--- config.mk ---
export PLATFORM = sky130hd
export DESIGN_NAME = adc_trg_gen
export DESIGN_NICKNAME = d
export VERILOG_FILES = /design/src/rtl/adc_trg_pkg.sv /design/src/rtl/adc_trg_chan.sv /design/src/rtl/adc_trg_gen.sv
export SDC_FILE = /design/constraint.sdc
export NUM_CORES = 1
export LEC_CHECK = 0
export CAP_MARGIN = 15
export CELL_PAD_IN_SITES_DETAIL_PLACEMENT = 0
export CELL_PAD_IN_SITES_GLOBAL_PLACEMENT = 1
export CORE_MARGIN = 1
export CORE_UTILIZATION = 48
export DETAILED_ROUTE_END_ITERATION = 6
export PLACE_DENSITY = 0.95
export SLEW_MARGIN = 20
export SYNTH_ARGS = -nofsm -noshare
export SYNTH_HDL_FRONTEND = slang
export SYNTH_HIERARCHICAL = 1
export SYNTH_SLANG_ARGS = --single-unit
export TNS_END_PERCENT = 10
--- constraint.sdc ---
create_clock -name fpga_clk -period 4.72 [get_ports fpga_clk]
set_input_delay 1.18 -clock fpga_clk [delete_from_list [all_inputs] [get_ports fpga_clk]]
set_output_delay 1.18 -clock fpga_clk [all_outputs]
set_load 0.01 [all_outputs]
--- src/rtl/adc_trg_pkg.sv ---
// adc_trg_pkg: shared types and constants for the ADC trigger generator.
//   chan_state_e : per-channel FSM state (IDLE, DELAY, RUN, DONE)
//   MODE_TOGGLE  : square wave, high/low time = half_q
//   MODE_PULSE   : one-cycle pulse every half_q cycles
package adc_trg_pkg;

    typedef enum logic [1:0] {
        IDLE  = 2'd0,
        DELAY = 2'd1,
        RUN   = 2'd2,
        DONE  = 2'd3
    } chan_state_e;

    localparam logic MODE_TOGGLE = 1'b0;
    localparam logic MODE_PULSE  = 1'b1;

endpackage

--- src/rtl/adc_trg_chan.sv ---
// adc_trg_chan: one trigger channel (FSM + period/phase/burst counters).
// All state advances on the falling edge of fpga_clk.
// Optional feature macro: ADC_TRG_BURST_EN (burst counting, DONE state, done).
// Ports:
//   fpga_clk, rst        clock (negedge) and async active-high reset
//   en                   run enable level; low returns the channel to IDLE
//   mode_in              mode, latched when leaving IDLE
//   phase_in             start delay in cycles, latched when leaving IDLE
//   burst_in             rising edges per burst (0 = infinite), latched in IDLE
//   half                 shared half-period, compared live every edge
//   trg_out              trigger output
//   trg_stb              one-cycle strobe on every 0->1 of trg_out
//   done                 burst complete, held until en drops
//   dbg_state            current FSM state
// Handshake: none; en is a level, every output is a registered level/strobe.
module adc_trg_chan
    import adc_trg_pkg::*;
#(
    parameter int CNT_W   = 20,
    parameter int BURST_W = 16
) (
    input  logic               fpga_clk,
    input  logic               rst,
    input  logic               en,
    input  logic               mode_in,
    input  logic [CNT_W-1:0]   phase_in,
    input  logic [BURST_W-1:0] burst_in,
    input  logic [CNT_W-1:0]   half,
    output logic               trg_out,
    output logic               trg_stb,
    output logic               done,
    output logic [1:0]         dbg_state
);

    localparam logic [CNT_W-1:0] CNT_ONE = 1;

    chan_state_e      state_q, state_d;
    logic [CNT_W-1:0] cnt_q, cnt_d;
    logic [CNT_W-1:0] dcnt_q, dcnt_d;
    logic             mode_q, mode_d;
    logic             out_q, out_d;
    logic             stb_q, stb_d;
    logic             fire;

    // Compare is >= so that a half-period shrunk below cnt fires next edge.
    assign fire = (cnt_q >= half);

`ifdef ADC_TRG_BURST_EN
    localparam logic [BURST_W-1:0] BURST_ONE = 1;

    logic [BURST_W-1:0] bcnt_q, bcnt_d;
    logic [BURST_W-1:0] blen_q, blen_d;
    logic               done_q, done_d;
    logic               burst_hit;

    // Last rising edge of a finite burst has been produced.
    assign burst_hit = (blen_q != '0) && (bcnt_q == blen_q);
    assign done      = done_q;
`else
    logic unused_burst;

    assign unused_burst = ^burst_in;
    assign done         = 1'b0;
`endif

    always_comb begin
        state_d = state_q;
        cnt_d   = cnt_q;
        dcnt_d  = dcnt_q;
        mode_d  = mode_q;
        out_d   = out_q;
        stb_d   = 1'b0;
`ifdef ADC_TRG_BURST_EN
        bcnt_d  = bcnt_q;
        blen_d  = blen_q;
        done_d  = done_q;
`endif
        if (!en) begin
            // Abort from any state; a partial pulse is not completed.
            state_d = IDLE;
            cnt_d   = '0;
            dcnt_d  = '0;
            out_d   = 1'b0;
`ifdef ADC_TRG_BURST_EN
            bcnt_d  = '0;
            done_d  = 1'b0;
`endif
        end else begin
            case (state_q)
                IDLE: begin
                    mode_d = mode_in;
`ifdef ADC_TRG_BURST_EN
                    blen_d = burst_in;
`endif
                    if (phase_in == '0) begin
                        state_d = RUN;
                        cnt_d   = CNT_ONE;
                    end else begin
                        state_d = DELAY;
                        dcnt_d  = phase_in;
                    end
                end
                DELAY: begin
                    if (dcnt_q == CNT_ONE) begin
                        state_d = RUN;
                        cnt_d   = CNT_ONE;
                        dcnt_d  = '0;
                    end else begin
                        dcnt_d = dcnt_q - CNT_ONE;
                    end
                end
                RUN: begin
`ifdef ADC_TRG_BURST_EN
                    // Pulse mode: the final pulse ends on the edge after it rose.
                    if (mode_q == MODE_PULSE && out_q && burst_hit) begin
                        state_d = DONE;
                        out_d   = 1'b0;
                        done_d  = 1'b1;
                    end else
`endif
                    if (fire) begin
                        cnt_d = CNT_ONE;
                        if (mode_q == MODE_TOGGLE && out_q) begin
                            out_d = 1'b0;
`ifdef ADC_TRG_BURST_EN
                            if (burst_hit) begin
                                state_d = DONE;
                                done_d  = 1'b1;
                            end
`endif
                        end else begin
                            // With half = 1 in pulse mode out stays high and
                            // only the first rise is strobed.
                            out_d = 1'b1;
                            if (!out_q) begin
                                stb_d  = 1'b1;
`ifdef ADC_TRG_BURST_EN
                                bcnt_d = bcnt_q + BURST_ONE;
`endif
                            end
                        end
                    end else begin
                        cnt_d = cnt_q + CNT_ONE;
                        if (mode_q == MODE_PULSE) begin
                            out_d = 1'b0;
                        end
                    end
                end
                DONE: begin
                    out_d = 1'b0;
                end
                default: begin
                    state_d = IDLE;
                end
            endcase
        end
    end

    always_ff @(negedge fpga_clk or posedge rst) begin
        if (rst) begin
            state_q <= IDLE;
            cnt_q   <= '0;
            dcnt_q  <= '0;
            mode_q  <= MODE_TOGGLE;
            out_q   <= 1'b0;
            stb_q   <= 1'b0;
`ifdef ADC_TRG_BURST_EN
            bcnt_q  <= '0;
            blen_q  <= '0;
            done_q  <= 1'b0;
`endif
        end else begin
            state_q <= state_d;
            cnt_q   <= cnt_d;
            dcnt_q  <= dcnt_d;
            mode_q  <= mode_d;
            out_q   <= out_d;
            stb_q   <= stb_d;
`ifdef ADC_TRG_BURST_EN
            bcnt_q  <= bcnt_d;
            blen_q  <= blen_d;
            done_q  <= done_d;
`endif
        end
    end

    assign trg_out   = out_q;
    assign trg_stb   = stb_q;
    assign dbg_state = state_q;

endmodule

--- src/rtl/adc_trg_gen.sv ---
// adc_trg_gen: multi-channel run-time programmable ADC trigger generator.
// Holds the shared half-period register and slices the per-channel buses.
// Optional feature macro: ADC_TRG_BURST_EN (finite bursts and done output).
// Ports:
//   fpga_clk     system clock, logic runs on the falling edge
//   rst          asynchronous active-high reset
//   adc_en       per-channel run enable (level)
//   mode         per-channel mode (0 toggle, 1 pulse)
//   cfg_load     one-cycle strobe latching half_in (0 is ignored)
//   half_in      new half-period
//   phase_off    per-channel start delay, channel c at [c*CNT_W +: CNT_W]
//   burst_len    rising edges per burst, 0 = infinite
//   adc_trg_out  trigger outputs
//   trg_stb      one-cycle strobe per rising trigger
//   done         per-channel burst complete
module adc_trg_gen
    import adc_trg_pkg::*;
#(
    parameter int N_CH     = 4,
    parameter int CNT_W    = 20,
    parameter int DEF_HALF = 50000,
    parameter int BURST_W  = 16
) (
    input  logic                  fpga_clk,
    input  logic                  rst,
    input  logic [N_CH-1:0]       adc_en,
    input  logic [N_CH-1:0]       mode,
    input  logic                  cfg_load,
    input  logic [CNT_W-1:0]      half_in,
    input  logic [N_CH*CNT_W-1:0] phase_off,
    input  logic [BURST_W-1:0]    burst_len,
    output logic [N_CH-1:0]       adc_trg_out,
    output logic [N_CH-1:0]       trg_stb,
    output logic [N_CH-1:0]       done
);

    logic [CNT_W-1:0] half_q, half_d;
    logic [1:0]       chan_state_unused [N_CH];

    always_comb begin
        half_d = half_q;
        if (cfg_load && (half_in != '0)) begin
            half_d = half_in;
        end
    end

    always_ff @(negedge fpga_clk or posedge rst) begin
        if (rst) begin
            half_q <= CNT_W'(DEF_HALF);
        end else begin
            half_q <= half_d;
        end
    end

    for (genvar c = 0; c < N_CH; c++) begin : g_ch
        adc_trg_chan #(
            .CNT_W   (CNT_W),
            .BURST_W (BURST_W)
        ) u_chan (
            .fpga_clk  (fpga_clk),
            .rst       (rst),
            .en        (adc_en[c]),
            .mode_in   (mode[c]),
            .phase_in  (phase_off[c*CNT_W +: CNT_W]),
            .burst_in  (burst_len),
            .half      (half_q),
            .trg_out   (adc_trg_out[c]),
            .trg_stb   (trg_stb[c]),
            .done      (done[c]),
            .dbg_state (chan_state_unused[c])
        );
    end

endmodule
Word level (Yosys, flattened, before mapping)
Index checks and enable logic that the tools add are counted.
{ "word_totals": {"reg_bits": 200, "input_bits": 127, "out_inout_bits": 12, "wordCells": 211} }
{ "classes": {"addsub": 8, "n_lt_le_gt_ge": 4, "eq_ne": 44, "mux": 92, "bitwise": 4, "n_reduce_logical": 34} }
{ "ops": {"columns": ["cell", "count"], "rows": [
  ["$mux 20", 28],
  ["$pmux 20 s3", 4],
  ["$pmux 20 s2", 4],
  ["$add 20x1->20 const B", 4],
  ["$eq 20x1->1 const B", 4],
  ["$ge 20x20->1", 4],
  ["$logic_not 20->1", 4],
  ["$sub 20x1->20 const B", 4],
  ["$mux 1", 36],
  ["$reduce_and 2->1", 16],
  ["$mux 2", 12],
  ["$ne 3x1->1 const B", 8],
  ["$ne 3x2->1 const B", 8],
  ["$reduce_bool 20->1", 1],
  ["$eq 2x2->1 const B", 8],
  ["$ne 4x1->1 const B", 4],
  ["$ne 4x2->1 const B", 4],
  ["$pmux 2 s2", 4],
  ["$ne 3x3->1 const B", 4],
  ["$reduce_and 3->1", 4],
  ["$eq 2x1->1 const B", 4],
  ["$logic_not 2->1", 4],
  ["$pmux 1 s2", 4],
  ["$logic_and 1x1->1", 5],
  ["$not 1->1", 4]
]} }

Depth between registers and ports, before layout
{ "depth": {"word_depth": 6, "mapped_depth": 11, "ltp_nobuf": 9} }

Hierarchy
The synthesis kept the hierarchy.
{ "by_module_without_submodules": {"columns": ["module", "instances", "cells_each", "area_each_um2", "seq_area_each_um2"], "rows": [
  ["adc_trg_chan at g_ch[1].u_chan ...", 2, 391, 3246.9, 1126.1],
  ["adc_trg_chan at g_ch[0].u_chan", 1, 400, 3276.9, 1126.1],
  ["adc_trg_chan at g_ch[3].u_chan", 1, 386, 3245.6, 1126.1],
  ["adc_trg_gen", 1, 107, 1084.8, 508.0]
]} }

==> results.md <==
* Syn Std Cell Area at 14,100 sq um
* Fin cells at 2,335
* GPL Wtd Cong at 0.885
* Antenna fix cells at 0
* Drt initial violations at 1,160
* CP Capture Type: register
* P_leak at 8.36 nW
* Avg Vias per Cell at 5.87
* Synth Register Bits at 200
* Maximum VDD drop at 0.268 mV
* WL/cell at 17.3 um
* CTS tree: built
* Vias in the first global route at 13,600
* Final Instance Area at 18,500 sq um
* First-pass GRT wire length at 67,000 um
* Slowest-stage cell, CP: nor4_4
* Nets@finish at 2,157
* Clock latency on the worst-skew pair at 470 ps
* GRT Total Usage at 26.8%
* Synth-to-Final Area Change at 31.1%
* WP buf/inv at 4
* Post-Place Cells at 2,266
* Clock buffer depth at 2
* Chip height at 173 um
* CTS Hold Buffers Added at 0
* Die ar. at 30,100 sq um
* Unrepaired setup endpoints after global routing: true
* FFs w/ async S/R, synth at 100%
* Critical path's top delay family: simple AND/OR/NAND/NOR gates
* Synth cell types at 85
* CP dominant cell by count: buf_6
* Port bufs at 118
* Worst setup SP type: input pin
* Sequential area share after synthesis at 35.5%
* Setup TNS at -3300 ps
* H-tree depth at 4
* CTS sink cnt at 200
* Skew final at 61.7 ps
* Pwr per Cell Area at 271 nW/um^2
* Placed inst area at 17,000 sq um
* Max-cap check violation count at 0
* CP required at 2610 ps
* Clk pin slew, worst setup/hold paths at 50 ps
* Final setup viols at 51
* Routed WL at 40,500 um
* Mean Syn Cell Area at 8.42 sq um
* Post-synth EDFFs at 0
* Total vias in the final route at 13,700
* Antenna Nets Post-Route at 0
* Failing checks: negative setup slack
* Die width at 173 um
* Yosys Warn Count at 6
* CP Max Fanout at 7
* Worst setup margin at -185 ps
* Initial antenna violation count at 0
* Min Hold Slack at 446 ps
* Commonest non-fill, non-tap cell in the layout: dfrtn_1
* Initial Util at 49.0%
* Critical Path Max Stage Delay at 300 ps
* Worst-Margin Slew at 962 ps
* Most frequent cells in the layout: dfrtn_1, nand2_1, inv_1, buf_4, a21oi_1
* GRT overflow at 0
* Layout cell share with drive strength beyond 1 at 23.6%
* Max-slew headroom at 35.6%
* Cts bufs inserted at 17
* Top Ports at 139
* Critical Setup Path Class: in -> reg
* Crit-path cells: buf_6 -> nor4_4 -> nand2_2 -> o31ai_4 -> or2_4 -> inv_8 -> buf_4 -> buf_6 -> nor3_4 -> xnor2_1 -> nor2_1
* Hold Crit Class: reg -> reg
* Post-synth top flop: dfrtn_1
* Final Max Tran Viols at 0
* Pre-antenna DRT Iters at 5
* FP Rows at 62
* Largest net degree at the start of global routing at 46
* Dpl hpwl at 27,900 um
* Post-synth net total at 1,894
* Mapped Cells at 1,675
* CTS Root Cell: clkbuf_16
* Worst Path Arrival at 2800 ps
* Final Hold Fails at 0
* Core Region at 28,800 sq um
* DRC viols at 0
* Status: complete, but fails checks
-- state kept, by name, indices dropped and copies added (netlist names) --
register and count:
g_ch.u_chan/cnt_q 80, g_ch.u_chan/dcnt_q 80, half_q 20, g_ch.u_chan/dbg_state 8
g_ch.u_chan/mode_q 4, g_ch.u_chan/trg_out 4, g_ch.u_chan/trg_stb 4
-- through the flow --
stage	utilization, %	worst slack [ps]	power [mW]
2_1_floorplan	-	-333	2.83
3_3_place_gp	59.1	-954	3.27
3_5_place_dp	59.1	-1030	3.32
4_1_cts	63.1	-212	4.95
5_1_grt	64.2	-270	5.27
6_report	64.2	-185	5.01
-- worst paths after layout --
| check | startpoint | endpoint | slack (ps) | depth (start not counted) |
|---|---|---|---|---|
| setup / recovery | phase_off[72] | g_ch[3].u_chan/cnt_q[11] | -180 | 11 |
| hold reg to reg | g_ch[3].u_chan/cnt_q[5] | g_ch[3].u_chan/cnt_q[5] | 450 | 1 |
| hold / removal | g_ch[3].u_chan/cnt_q[5] | g_ch[3].u_chan/cnt_q[5] | 450 | 1 |
| max in group asynchronous | rst | g_ch[1].u_chan/cnt_q[6] | 840 | 3 |
| setup reg to reg | half_q[17] | g_ch[2].u_chan/trg_out | 1550 | 8 |
| min in group asynchronous | rst | half_q[3] | 3590 | 3 |
-- cell type report --
cell class | count | area [sq um]
Fill cell | 2350 | 10300
Multi-Input combinational cell | 1280 | 9200
Sequential cell | 200 | 5010
Timing Repair Buffer | 296 | 2630
Inverter | 137 | 522
Tap cell | 384 | 480
Clock buffer | 19 | 453
Clock inverter | 19 | 180
-- logic make-up (layout without fill, tap and decap cells) --
family | Yosys count | after routing | share of synthesized area (%)
AND/OR/NAND/NOR | 623 | 626 | 23.6
adder cells (fa/ha/maj) | 92 | 92 | 8.16
other | 4 | 4 | 0.106
flip-flops | 200 | 200 | 35.5
buffers and inverters | 200 | 471 | 5.79
multiplexers | 23 | 23 | 1.70
AO/OA/AOI/OAI | 463 | 465 | 20.7
XOR/XNOR | 70 | 70 | 4.35
-- Yosys cell counts, types with 12 or more instances --
library cell,n,area share [%]
nor3_1,60,2.1
mux2i_1,15,1.1
nand4_1,30,1.3
a21oi_1,140,5.0
inv_1,137,3.6
nor2_1,114,3.0
ha_1,92,8.2
clkbuf_1,42,1.1
and3_1,17,0.75
nor2b_1,13,0.58
o21ai_0,163,5.8
xnor2_1,28,1.7
nand2_1,168,4.5
a31oi_1,14,0.62
dfrtn_1,194,34
or3_1,26,1.2
o21ai_1,12,0.43
nor4_1,48,2.1
a21o_1,16,0.85
xor2_1,42,2.6
nand3_1,66,2.3
-- routing by layer --
metal  vias to the layer above  share of wire (%)  track usage [%]
met5                         -                  0                0
met4                         0                1.2             6.75
met3                        46                4.0             3.71
met2                       300                 51             46.1
met1                      6742                 44             35.5
li1                       6622                  -                -
-- where the power goes --
part           switching (mW)  internal [mW]  leakage, nW
Clock                   0.751          0.835        0.328
Combinational           0.760          0.606         5.37
Sequential              0.204           1.86         2.65
-- timing repair --
item / in CTS / in global routing
setup endpoints to repair: 171 / 150
pin swaps: 83 / 46
buffers inserted: 18 / 8
gates resized for setup: 374 / 150
cloned: 7 / 2
Note: power is estimated with default switching activity, not from simulation.
